[config.mk]
export PLATFORM = sky130hd
export DESIGN_NAME = instr_fetch_unit_flat
export DESIGN_NICKNAME = d
export VERILOG_FILES = /design/src/rtl/instr_fetch_unit_if.sv /design/src/rtl/instr_fetch_unit.sv /design/src/flat_wrapper.sv
export SDC_FILE = /design/constraint.sdc
export NUM_CORES = 1
export LEC_CHECK = 0
export ABC_CLOCK_PERIOD_IN_PS = 4900
export CAP_MARGIN = 20
export CORE_MARGIN = 1
export CORE_UTILIZATION = 39
export DETAILED_ROUTE_END_ITERATION = 6
export HOLD_SLACK_MARGIN = 0.02
export PLACE_DENSITY = 0.68
export SYNTH_ARGS = -nofsm -noshare
export SYNTH_HDL_FRONTEND = slang
export SYNTH_SLANG_ARGS = --single-unit
[constraint.sdc]
create_clock -name clk -period 4.9 [get_ports clk]
set_input_delay 1.225 -clock clk [delete_from_list [all_inputs] [get_ports clk]]
set_output_delay 1.225 -clock clk [all_outputs]
set_load 0.02 [all_outputs]
[src/rtl/instr_fetch_unit_if.sv]
// Fetch-stage bus bundle: instruction memory request/ack on one side,
// decoded instruction valid/ready plus redirect controls on the other.
interface instr_fetch_unit_if;
  logic        imem_req;
  logic [31:0] imem_addr;
  logic        imem_ack;
  logic [31:0] imem_rdata;
  logic        instr_valid;
  logic        instr_ready;
  logic [31:0] instr;
  logic [5:0]  opcode;
  logic [5:0]  funct;
  logic [4:0]  rs;
  logic [4:0]  rt;
  logic [4:0]  rd;
  logic [15:0] imm16;
  logic [31:0] pc;
  logic [31:0] pc_plus4;
  logic        branch_taken;
  logic        jump;
  logic        flush;
  logic [31:0] flush_pc;
  logic        misalign;

  modport master (
    output imem_req, imem_addr,
    input  imem_ack, imem_rdata,
    output instr_valid,
    input  instr_ready,
    output instr, opcode, funct, rs, rt, rd, imm16,
    output pc, pc_plus4,
    input  branch_taken, jump, flush, flush_pc,
    output misalign
  );

  modport slave (
    input  imem_req, imem_addr,
    output imem_ack, imem_rdata,
    input  instr_valid,
    output instr_ready,
    input  instr, opcode, funct, rs, rt, rd, imm16,
    input  pc, pc_plus4,
    output branch_taken, jump, flush, flush_pc,
    input  misalign
  );
endinterface

[src/rtl/instr_fetch_unit.sv]
// MIPS instruction fetch stage: PC, imem req/ack fetch, next-PC
// selection for branch/jump/flush, and kill of stale in-flight fetches.
module instr_fetch_unit #(
  parameter logic [31:0] RESET_PC = 32'h0000_0000
) (
  input logic           clk,
  input logic           rst,
  instr_fetch_unit_if.master bus
);

  typedef enum logic [1:0] {
    IDLE,
    REQ,
    KILL,
    VALID
  } state_e;

  state_e      state_q, state_d;
  logic [31:0] addr_q, addr_d;
  logic [31:0] tgt_q, tgt_d;
  logic [31:0] instr_q, instr_d;
  logic [31:0] pc_q, pc_d;
  logic        mis_q, mis_d;

  logic [31:0] pc_plus4;
  logic [31:0] br_off;
  logic [31:0] jmp_pc;
  logic [31:0] flush_al;
  logic [31:0] seq_pc;
  logic        ack;
  logic        handoff;

  assign pc_plus4 = pc_q + 32'd4;
  assign br_off   = {{14{instr_q[15]}}, instr_q[15:0], 2'b00};
  assign jmp_pc   = {pc_plus4[31:28], instr_q[25:0], 2'b00};
  assign flush_al = {bus.flush_pc[31:2], 2'b00};
  assign ack      = bus.imem_req & bus.imem_ack;
  assign handoff  = (state_q == VALID) & bus.instr_ready;

  always_comb begin
    seq_pc = pc_plus4;
    unique case (1'b1)
      bus.jump:                      seq_pc = jmp_pc;
      !bus.jump && bus.branch_taken: seq_pc = pc_plus4 + br_off;
      !bus.jump && !bus.branch_taken: seq_pc = pc_plus4;
    endcase
  end

  always_comb begin
    state_d = state_q;
    addr_d  = addr_q;
    tgt_d   = tgt_q;
    instr_d = instr_q;
    pc_d    = pc_q;
    mis_d   = bus.flush & (bus.flush_pc[1:0] != 2'b00);
    if (bus.flush) begin
      // An issued request must still complete; park in KILL until acked.
      unique case (state_q)
        IDLE, VALID: begin
          state_d = REQ;
          addr_d  = flush_al;
        end
        REQ, KILL: begin
          if (ack) begin
            state_d = REQ;
            addr_d  = flush_al;
          end else begin
            state_d = KILL;
            tgt_d   = flush_al;
          end
        end
      endcase
    end else begin
      unique case (state_q)
        IDLE: state_d = REQ;
        REQ: begin
          if (ack) begin
            state_d = VALID;
            instr_d = bus.imem_rdata;
            pc_d    = addr_q;
          end
        end
        KILL: begin
          if (ack) begin
            state_d = REQ;
            addr_d  = tgt_q;
          end
        end
        VALID: begin
          if (handoff) begin
            state_d = REQ;
            addr_d  = seq_pc;
          end
        end
      endcase
    end
  end

  always_ff @(posedge clk) begin
    if (rst) begin
      state_q <= IDLE;
      addr_q  <= RESET_PC;
      tgt_q   <= RESET_PC;
      instr_q <= 32'h0;
      pc_q    <= RESET_PC;
      mis_q   <= 1'b0;
    end else begin
      state_q <= state_d;
      addr_q  <= addr_d;
      tgt_q   <= tgt_d;
      instr_q <= instr_d;
      pc_q    <= pc_d;
      mis_q   <= mis_d;
    end
  end

  assign bus.imem_req    = (state_q == REQ) || (state_q == KILL);
  assign bus.imem_addr   = addr_q;
  assign bus.instr_valid = (state_q == VALID);
  assign bus.instr       = instr_q;
  assign bus.opcode      = instr_q[31:26];
  assign bus.funct       = instr_q[5:0];
  assign bus.rs          = instr_q[25:21];
  assign bus.rt          = instr_q[20:16];
  assign bus.rd          = instr_q[15:11];
  assign bus.imm16       = instr_q[15:0];
  assign bus.pc          = pc_q;
  assign bus.pc_plus4    = pc_plus4;
  assign bus.misalign    = mis_q;

endmodule

[src/flat_wrapper.sv]
// flat-port wrapper written by rule: the top's interface ports become plain ports
module instr_fetch_unit_flat 
#(
  parameter logic [31:0] RESET_PC = 32'h0000_0000
)
  (clk, rst, bus_imem_req, bus_imem_addr, bus_imem_ack, bus_imem_rdata, bus_instr_valid, bus_instr_ready, bus_instr, bus_opcode, bus_funct, bus_rs, bus_rt, bus_rd, bus_imm16, bus_pc, bus_pc_plus4, bus_branch_taken, bus_jump, bus_flush, bus_flush_pc, bus_misalign);
  instr_fetch_unit_if bus_i ();
  input logic clk;
  input logic rst;
  output wire logic [$bits(bus_i.imem_req)-1:0] bus_imem_req;
  output wire logic [$bits(bus_i.imem_addr)-1:0] bus_imem_addr;
  input wire logic [$bits(bus_i.imem_ack)-1:0] bus_imem_ack;
  input wire logic [$bits(bus_i.imem_rdata)-1:0] bus_imem_rdata;
  output wire logic [$bits(bus_i.instr_valid)-1:0] bus_instr_valid;
  input wire logic [$bits(bus_i.instr_ready)-1:0] bus_instr_ready;
  output wire logic [$bits(bus_i.instr)-1:0] bus_instr;
  output wire logic [$bits(bus_i.opcode)-1:0] bus_opcode;
  output wire logic [$bits(bus_i.funct)-1:0] bus_funct;
  output wire logic [$bits(bus_i.rs)-1:0] bus_rs;
  output wire logic [$bits(bus_i.rt)-1:0] bus_rt;
  output wire logic [$bits(bus_i.rd)-1:0] bus_rd;
  output wire logic [$bits(bus_i.imm16)-1:0] bus_imm16;
  output wire logic [$bits(bus_i.pc)-1:0] bus_pc;
  output wire logic [$bits(bus_i.pc_plus4)-1:0] bus_pc_plus4;
  input wire logic [$bits(bus_i.branch_taken)-1:0] bus_branch_taken;
  input wire logic [$bits(bus_i.jump)-1:0] bus_jump;
  input wire logic [$bits(bus_i.flush)-1:0] bus_flush;
  input wire logic [$bits(bus_i.flush_pc)-1:0] bus_flush_pc;
  output wire logic [$bits(bus_i.misalign)-1:0] bus_misalign;
  assign bus_imem_req = bus_i.imem_req;
  assign bus_imem_addr = bus_i.imem_addr;
  assign bus_i.imem_ack = bus_imem_ack;
  assign bus_i.imem_rdata = bus_imem_rdata;
  assign bus_instr_valid = bus_i.instr_valid;
  assign bus_i.instr_ready = bus_instr_ready;
  assign bus_instr = bus_i.instr;
  assign bus_opcode = bus_i.opcode;
  assign bus_funct = bus_i.funct;
  assign bus_rs = bus_i.rs;
  assign bus_rt = bus_i.rt;
  assign bus_rd = bus_i.rd;
  assign bus_imm16 = bus_i.imm16;
  assign bus_pc = bus_i.pc;
  assign bus_pc_plus4 = bus_i.pc_plus4;
  assign bus_i.branch_taken = bus_branch_taken;
  assign bus_i.jump = bus_jump;
  assign bus_i.flush = bus_flush;
  assign bus_i.flush_pc = bus_flush_pc;
  assign bus_misalign = bus_i.misalign;
  instr_fetch_unit #(.RESET_PC(RESET_PC)) u_core (.clk(clk), .rst(rst), .bus(bus_i));
endmodule
==> out/summary.txt, run 1 <==
Synth area leader: dfxtp_1
share of cells above drive strength 1: 5.85%
critical path's top delay family: simple AND/OR/NAND/NOR gates
clk buf depth: 2
worst path bufs/invs: 1
r2r startpoint: u_core.bus.pc[2]
final hold slack: 0.448 ns
DRC violations left: 0
Final Cycle Share: 93.8%
CTS tree: done
GR Util All Layers: 27.5%
achievable clock frequency: 218 MHz
Core Rows: 52
Crit Path Max Fanout: 8
clk slew on worst S/H paths: 0.06 ns
root buffer cell: clkbuf_16
total CTS buffers: 17
Final #Nets: 1414
clk_skew: 0.00872 ns
Pre-Repair DR Iteration Count: 5
Hold Crit Class: reg -> reg
Hold Buf Count CTS: 0
Worst-Skew Late Latency: 0.42 ns
Die H: 147 um
pwr dens: 271 nW/um^2
Slew @ Worst Pin: 1.01 ns
Routed Antenna Nets: 0
Routed wire per std cell: 19.2 um
core box area: 20400 sq um
register area share after synthesis: 31.4%
total power: 0.00302 W
die width: 147 um
area grow syn2layout: 35.5%
Setup crit start kind: flop
critical-path cell list: ha_1 -> nand3_1 -> or2_2 -> nor3_1 -> nand3_1 -> xnor2_1 -> clkdlybuf4s50_1
initial antenna violation count: 1
Syn Inst Count: 1135
Crit path required time: 3.67 ns
vias in the first global route: 7815
crit path DAT: 3.37 ns
Synth cell types: 72
first-pass GRT wire length: 46000 um
R2R setup slack: 0.51 ns
slowest stage cell, crit path: clkdlybuf4s50_1
Hold Crit Depth: 2
Area contributors post-synth: dfxtp_1 31%, nand2_1 12%, a21oi_1 10%
DRT Wirelength: 30500 um
FF+latch count, synth: 129
Post-synth EDFFs: 0
Relative slew margins: 32.7%
Fin Setup TNS: 0 ns
outcome: completed
most numerous cell in the Yosys netlist: nand2_1
CP dominant cell by count: nand3_1
via/cell ratio: 5.52
ys async rst share: 0%
CTS H-tree depth: 4
warnings from Yosys: 0
drt initial violations: 792
largest net degree at the start of global routing: 90
ys flop type: dfxtp_1
Setup violations, final: 0
crit-path max cell delay: 0.69 ns
WS Path Type: reg -> out
Reg2Reg Depth: 16
r2r endpoint: u_core.bus.imem_addr[31]
grt ovf: 0
initial core utilization: 40.3%
Avg Inst Size Synth: 7.25 sq um
final RePlAce weighted congestion: 0.999
# port buffers: 244
CTS Sinks: 129
final hold vios: 0
post-cts resize count: 0
setup bufs post-CTS: 0
Hold Path End: u_core.tgt_q[31]
Cell Area, Synth: 8230 sq um
crit path time final: 4.60 ns
Leakage: 4.03 nW
max_cap viols: 0
Crit. End Element: output port
via count: 8768
Slew Limit Fails: 0
Max IR drop VDD: 221 uV
I/O Pins: 245
DP Wirelength: 22300 um
Yosys top cell area share: 31.4%
Synth Net Count: 1244
Synth top cells by count: 265 x nand2_1, 165 x a21oi_1, 129 x dfxtp_1
Die ar.: 21700 sq um
RSZ-0062 raised after global routing: no
hold path start: u_core.tgt_q[31]
[where the power goes]
| group | switching [W] | internal (W) | leakage (nW) |
|---|---|---|---|
| clock network | 0.000515 | 0.000761 | 0.268 |
| logic | 0.000348 | 0.000243 | 2.71 |
| registers | 0.0000534 | 0.00110 | 1.05 |
[cell type report]
class,instances,area [sq um]
clock inverter,12,134
antenna,1,2.50
tap,270,338
timing repair buffer,266,2610
fill,1966,9280
sequential,129,2580
multi-input combinational,871,4970
clock buffer,19,443
inverter,20,75.1
[per-layer routing]
layer | up-vias | GRT usage [%] | part of all wire [%]
met4 | 0 | 8.71 | 2.0
met3 | 37 | 5.34 | 7.6
met2 | 397 | 41.4 | 44
met5 | - | 0 | 0
li1 | 4249 | - | -
met1 | 4085 | 39.3 | 46
[worst max-delay path by stage]
stage                                start                  endpoint  cells after the start
after global routing      u_core.bus.pc[2]          bus_pc_plus4[22]                      7
after floorplan           u_core.bus.pc[2]  u_core.bus.imem_addr[31]                     18
after detailed placement  u_core.bus.pc[2]  u_core.bus.imem_addr[31]                     16
after CTS                 u_core.bus.pc[2]          bus_pc_plus4[22]                      7
final                     u_core.bus.pc[2]          bus_pc_plus4[22]                      7
after global placement    u_core.bus.pc[2]  u_core.bus.imem_addr[31]                     16
[cells in the final DEF (no fill, tap or decap), types with 4 or more instances in the layout]
cell / synthesis / layout
nand2_1: 265 / 265
clkdlybuf4s50_1: 0 / 243
a21oi_1: 165 / 165
dfxtp_1: 129 / 129
nor2_1: 66 / 64
o21ai_0: 54 / 53
ha_1: 37 / 37
nand3_1: 25 / 25
xnor2_1: 23 / 23
buf_4: 45 / 23
nor3_1: 22 / 21
inv_1: 19 / 19
xor2_1: 18 / 18
clkbuf_16: 0 / 17
or3_1: 16 / 16
a211oi_1: 16 / 16
a21o_1: 14 / 14
o211ai_1: 13 / 13
nand4_1: 10 / 10
nand2b_1: 10 / 10
and3_1: 9 / 9
o21a_1: 8 / 8
mux2i_1: 7 / 7
nor2b_1: 6 / 6
nand3b_1: 6 / 6
a311oi_1: 5 / 5
and2_1: 5 / 5
clkinvlp_4: 0 / 5
o221ai_1: 4 / 4
a211o_1: 4 / 4
o21bai_1: 4 / 4
a31oi_1: 4 / 4
[through the flow]
step	cell area [sq um]	util, %	instances	setup WS [ns]
2_1_floorplan	8230	-	1135	0.482
3_3_place_gp	10600	51.7	1556	0.730
3_5_place_dp	10600	51.7	1556	0.562
4_1_cts	11100	54.6	1587	0.343
5_1_grt	11100	54.6	1587	0.142
6_report	11100	54.6	1588	0.304
[sequential cells by signal, indices dropped and copies added, names as in the netlist]
name and cells:
u_core.bus.imem_addr 32, u_core.bus.instr 32, u_core.bus.pc 32, u_core.tgt_q 30, u_core.state_q 2, u_core.bus.misalign 1
[tightest hold or removal path, delay by kind of cell, from the launching register on]
kind / cells / cell delay (ns)
flip-flops: 1 / 0.30
AO/OA/AOI/OAI: 1 / 0.05
AND/OR/NAND/NOR: 1 / 0.05
[cells by family (layout without fill, tap and decap cells)]
logic type | count (synthesis) | in the layout | synth area share (%)
compound gates | 331 | 331 | 24.9
xor+xnor | 41 | 41 | 4.37
fa+ha+maj | 38 | 38 | 5.87
buf+inv | 135 | 317 | 8.41
flops | 129 | 129 | 31.4
mux | 8 | 8 | 0.989
other cells | 0 | 1 | 0
simple gates | 453 | 453 | 24.0
No activity file was read; power rests on OpenSTA's default activity.
==> run 2: changes to the inputs <==
CORE_ASPECT_RATIO = 0.5   (was default)
CORE_MARGIN = 4   (was 1)
MAX_ROUTING_LAYER = met4   (was default)
==> out/summary.txt, run 2 (same netlist as run 1, synthesis figures left out) <==
outcome: completed
Relative slew margins: 43.1%
Final #Nets: 1416
grt ovf: 0
utilization after layout: 54.3%
Crit. End Element: output port
largest net degree at the start of global routing: 66
met2 Usage GRT: 44.1%
Worst-Skew Late Latency: 0.43 ns
die width: 213 um
Reg2Reg Depth: 16
RSZ-0062 raised after global routing: no
Final Cycle Share: 92.4%
via/cell ratio: 5.62
Core Rows: 37
Setup crit start kind: flop
DRT Wirelength: 32300 um
GR Util All Layers: 27.2%
WS Path Type: reg -> out
via count: 8947
crit path time final: 4.53 ns
clk_skew: 0.00866 ns
routing usage on met3: 3.87%
Critical Path Sink: bus_pc_plus4[27]
R2R setup slack: 0.44 ns
Crit path required time: 3.67 ns
clk slew on worst S/H paths: 0.06 ns
Setup violations, final: 0
FILL cells: 1979
final RePlAce weighted congestion: 0.923
clk buf depth: 2
# port buffers: 244
initial antenna violation count: 0
max_cap viols: 0
commonest cells after routing, fill and taps aside: 265 x nand2_1, 243 x clkdlybuf4s50_1, 165 x a21oi_1
achievable clock frequency: 221 MHz
vias in the first global route: 8753
Routed wire per std cell: 20.2 um
post-cts resize count: 0
first-pass GRT wire length: 49700 um
root buffer cell: clkbuf_16
Hold Buf Count CTS: 0
Hold Crit Class: reg -> reg
area grow syn2layout: 36.3%
Fin Setup TNS: 0 ns
setup bufs post-CTS: 0
final hold vios: 0
crit-path max cell delay: 0.68 ns
Die ar.: 23600 sq um
Routed Antenna Nets: 0
Slew @ Worst Pin: 0.850 ns
Crit Path Max Fanout: 6
critical-path cell list: and3_1 -> nand3_1 -> nor4_1 -> nand2_1 -> nor2_1 -> xor2_1 -> clkdlybuf4s50_1
crit path DAT: 3.30 ns
commonest non-fill, non-tap cell in the layout: nand2_1
Pre-Repair DR Iteration Count: 6
Slew Limit Fails: 0
total CTS buffers: 17
initial core utilization: 39.8%
r2r endpoint: u_core.bus.imem_addr[31]
Leakage: 4.06 nW
CP Depth: 7
share of cells above drive strength 1: 5.98%
Critical Path Start: u_core.bus.pc[12]
GR peak layer: met2
slowest stage cell, crit path: clkdlybuf4s50_1
DRC violations left: 0
grt met1 use: 36.4%
core box area: 20600 sq um
CTS H-tree depth: 4
worst path bufs/invs: 1
critical path's top delay family: simple AND/OR/NAND/NOR gates
Inserted Diodes: 0
DP Wirelength: 24000 um
CTS Sinks: 129
pwr dens: 274 nW/um^2
Max IR drop VDD: 185 uV
I/O Pins: 245
final hold slack: 0.453 ns
r2r startpoint: u_core.bus.pc[2]
CTS tree: done
drt initial violations: 921
Die H: 111 um
## run 2: cell types whose count changed in the layout (fill, tap and decap cells not counted), sizes merged
cell      change
clkinv        +3
clkinvlp      -2
buf           +1
bufinv        +1
clkbuf        +1
diode         -1
inv           -1
## run 2: per-layer routing
layer  vias up  part of all wire (%)
met3        36                   6.1
li1       4251                     -
met2       357                    47
met4         0                   1.5
met1      4303                    45
met5         -                     0
## run 2: report_power, final
| part | internal, W | total [W] | switching [W] | leakage [nW] |
|---|---|---|---|---|
| logic | 0.000244 | 0.000597 | 0.000353 | 2.73 |
| clock network | 0.000801 | 0.00132 | 0.000520 | 0.283 |
| registers | 0.00110 | 0.00116 | 0.0000548 | 1.05 |
| total | 0.00215 | 0.00307 | 0.000927 | 4.06 |
## run 2: worst min-delay path by stage
| stage | from | to | slack (ns) | cells after the start |
|---|---|---|---|---|
| 3_5_place_dp | u_core.tgt_q[12] | u_core.tgt_q[12] | 0.44 | 2 |
| 2_1_floorplan | u_core.tgt_q[12] | u_core.tgt_q[12] | 0.43 | 2 |
| 4_1_cts | u_core.tgt_q[12] | u_core.tgt_q[12] | 0.45 | 2 |
| 3_3_place_gp | u_core.tgt_q[31] | u_core.tgt_q[31] | 0.44 | 2 |
| 5_1_grt | u_core.tgt_q[8] | u_core.tgt_q[8] | 0.48 | 2 |
| 6_report | u_core.tgt_q[20] | u_core.tgt_q[20] | 0.45 | 2 |
## run 2: area by class of cell
type,count,area (sq um),area share [%]
clock inverter,13,163,1.45
sequential,129,2580,23.0
clock buffer,19,433,3.86
multi-input combinational,871,4970,44.3
timing repair buffer,268,2650,23.6
tap,273,342,3.05
inverter,20,75.1,0.670
## run 2: tightest hold or removal path: cells and delay by family (launching register included)
kind / cells / cell delay, ns
flops: 1 / 0.31
compound gates: 1 / 0.05
simple gates: 1 / 0.05
## run 2: through the flow
step | area, sq um | total power [W] | cells | setup slack, ns
after floorplan | 8230 | 0.00149 | 1135 | 0.482
after global placement | 10600 | 0.00176 | 1559 | 0.636
after detailed placement | 10600 | 0.00177 | 1560 | 0.513
after CTS | 11200 | 0.00308 | 1592 | 0.358
after global routing | 11200 | 0.00318 | 1593 | 0.106
final | 11200 | 0.00307 | 1593 | 0.372
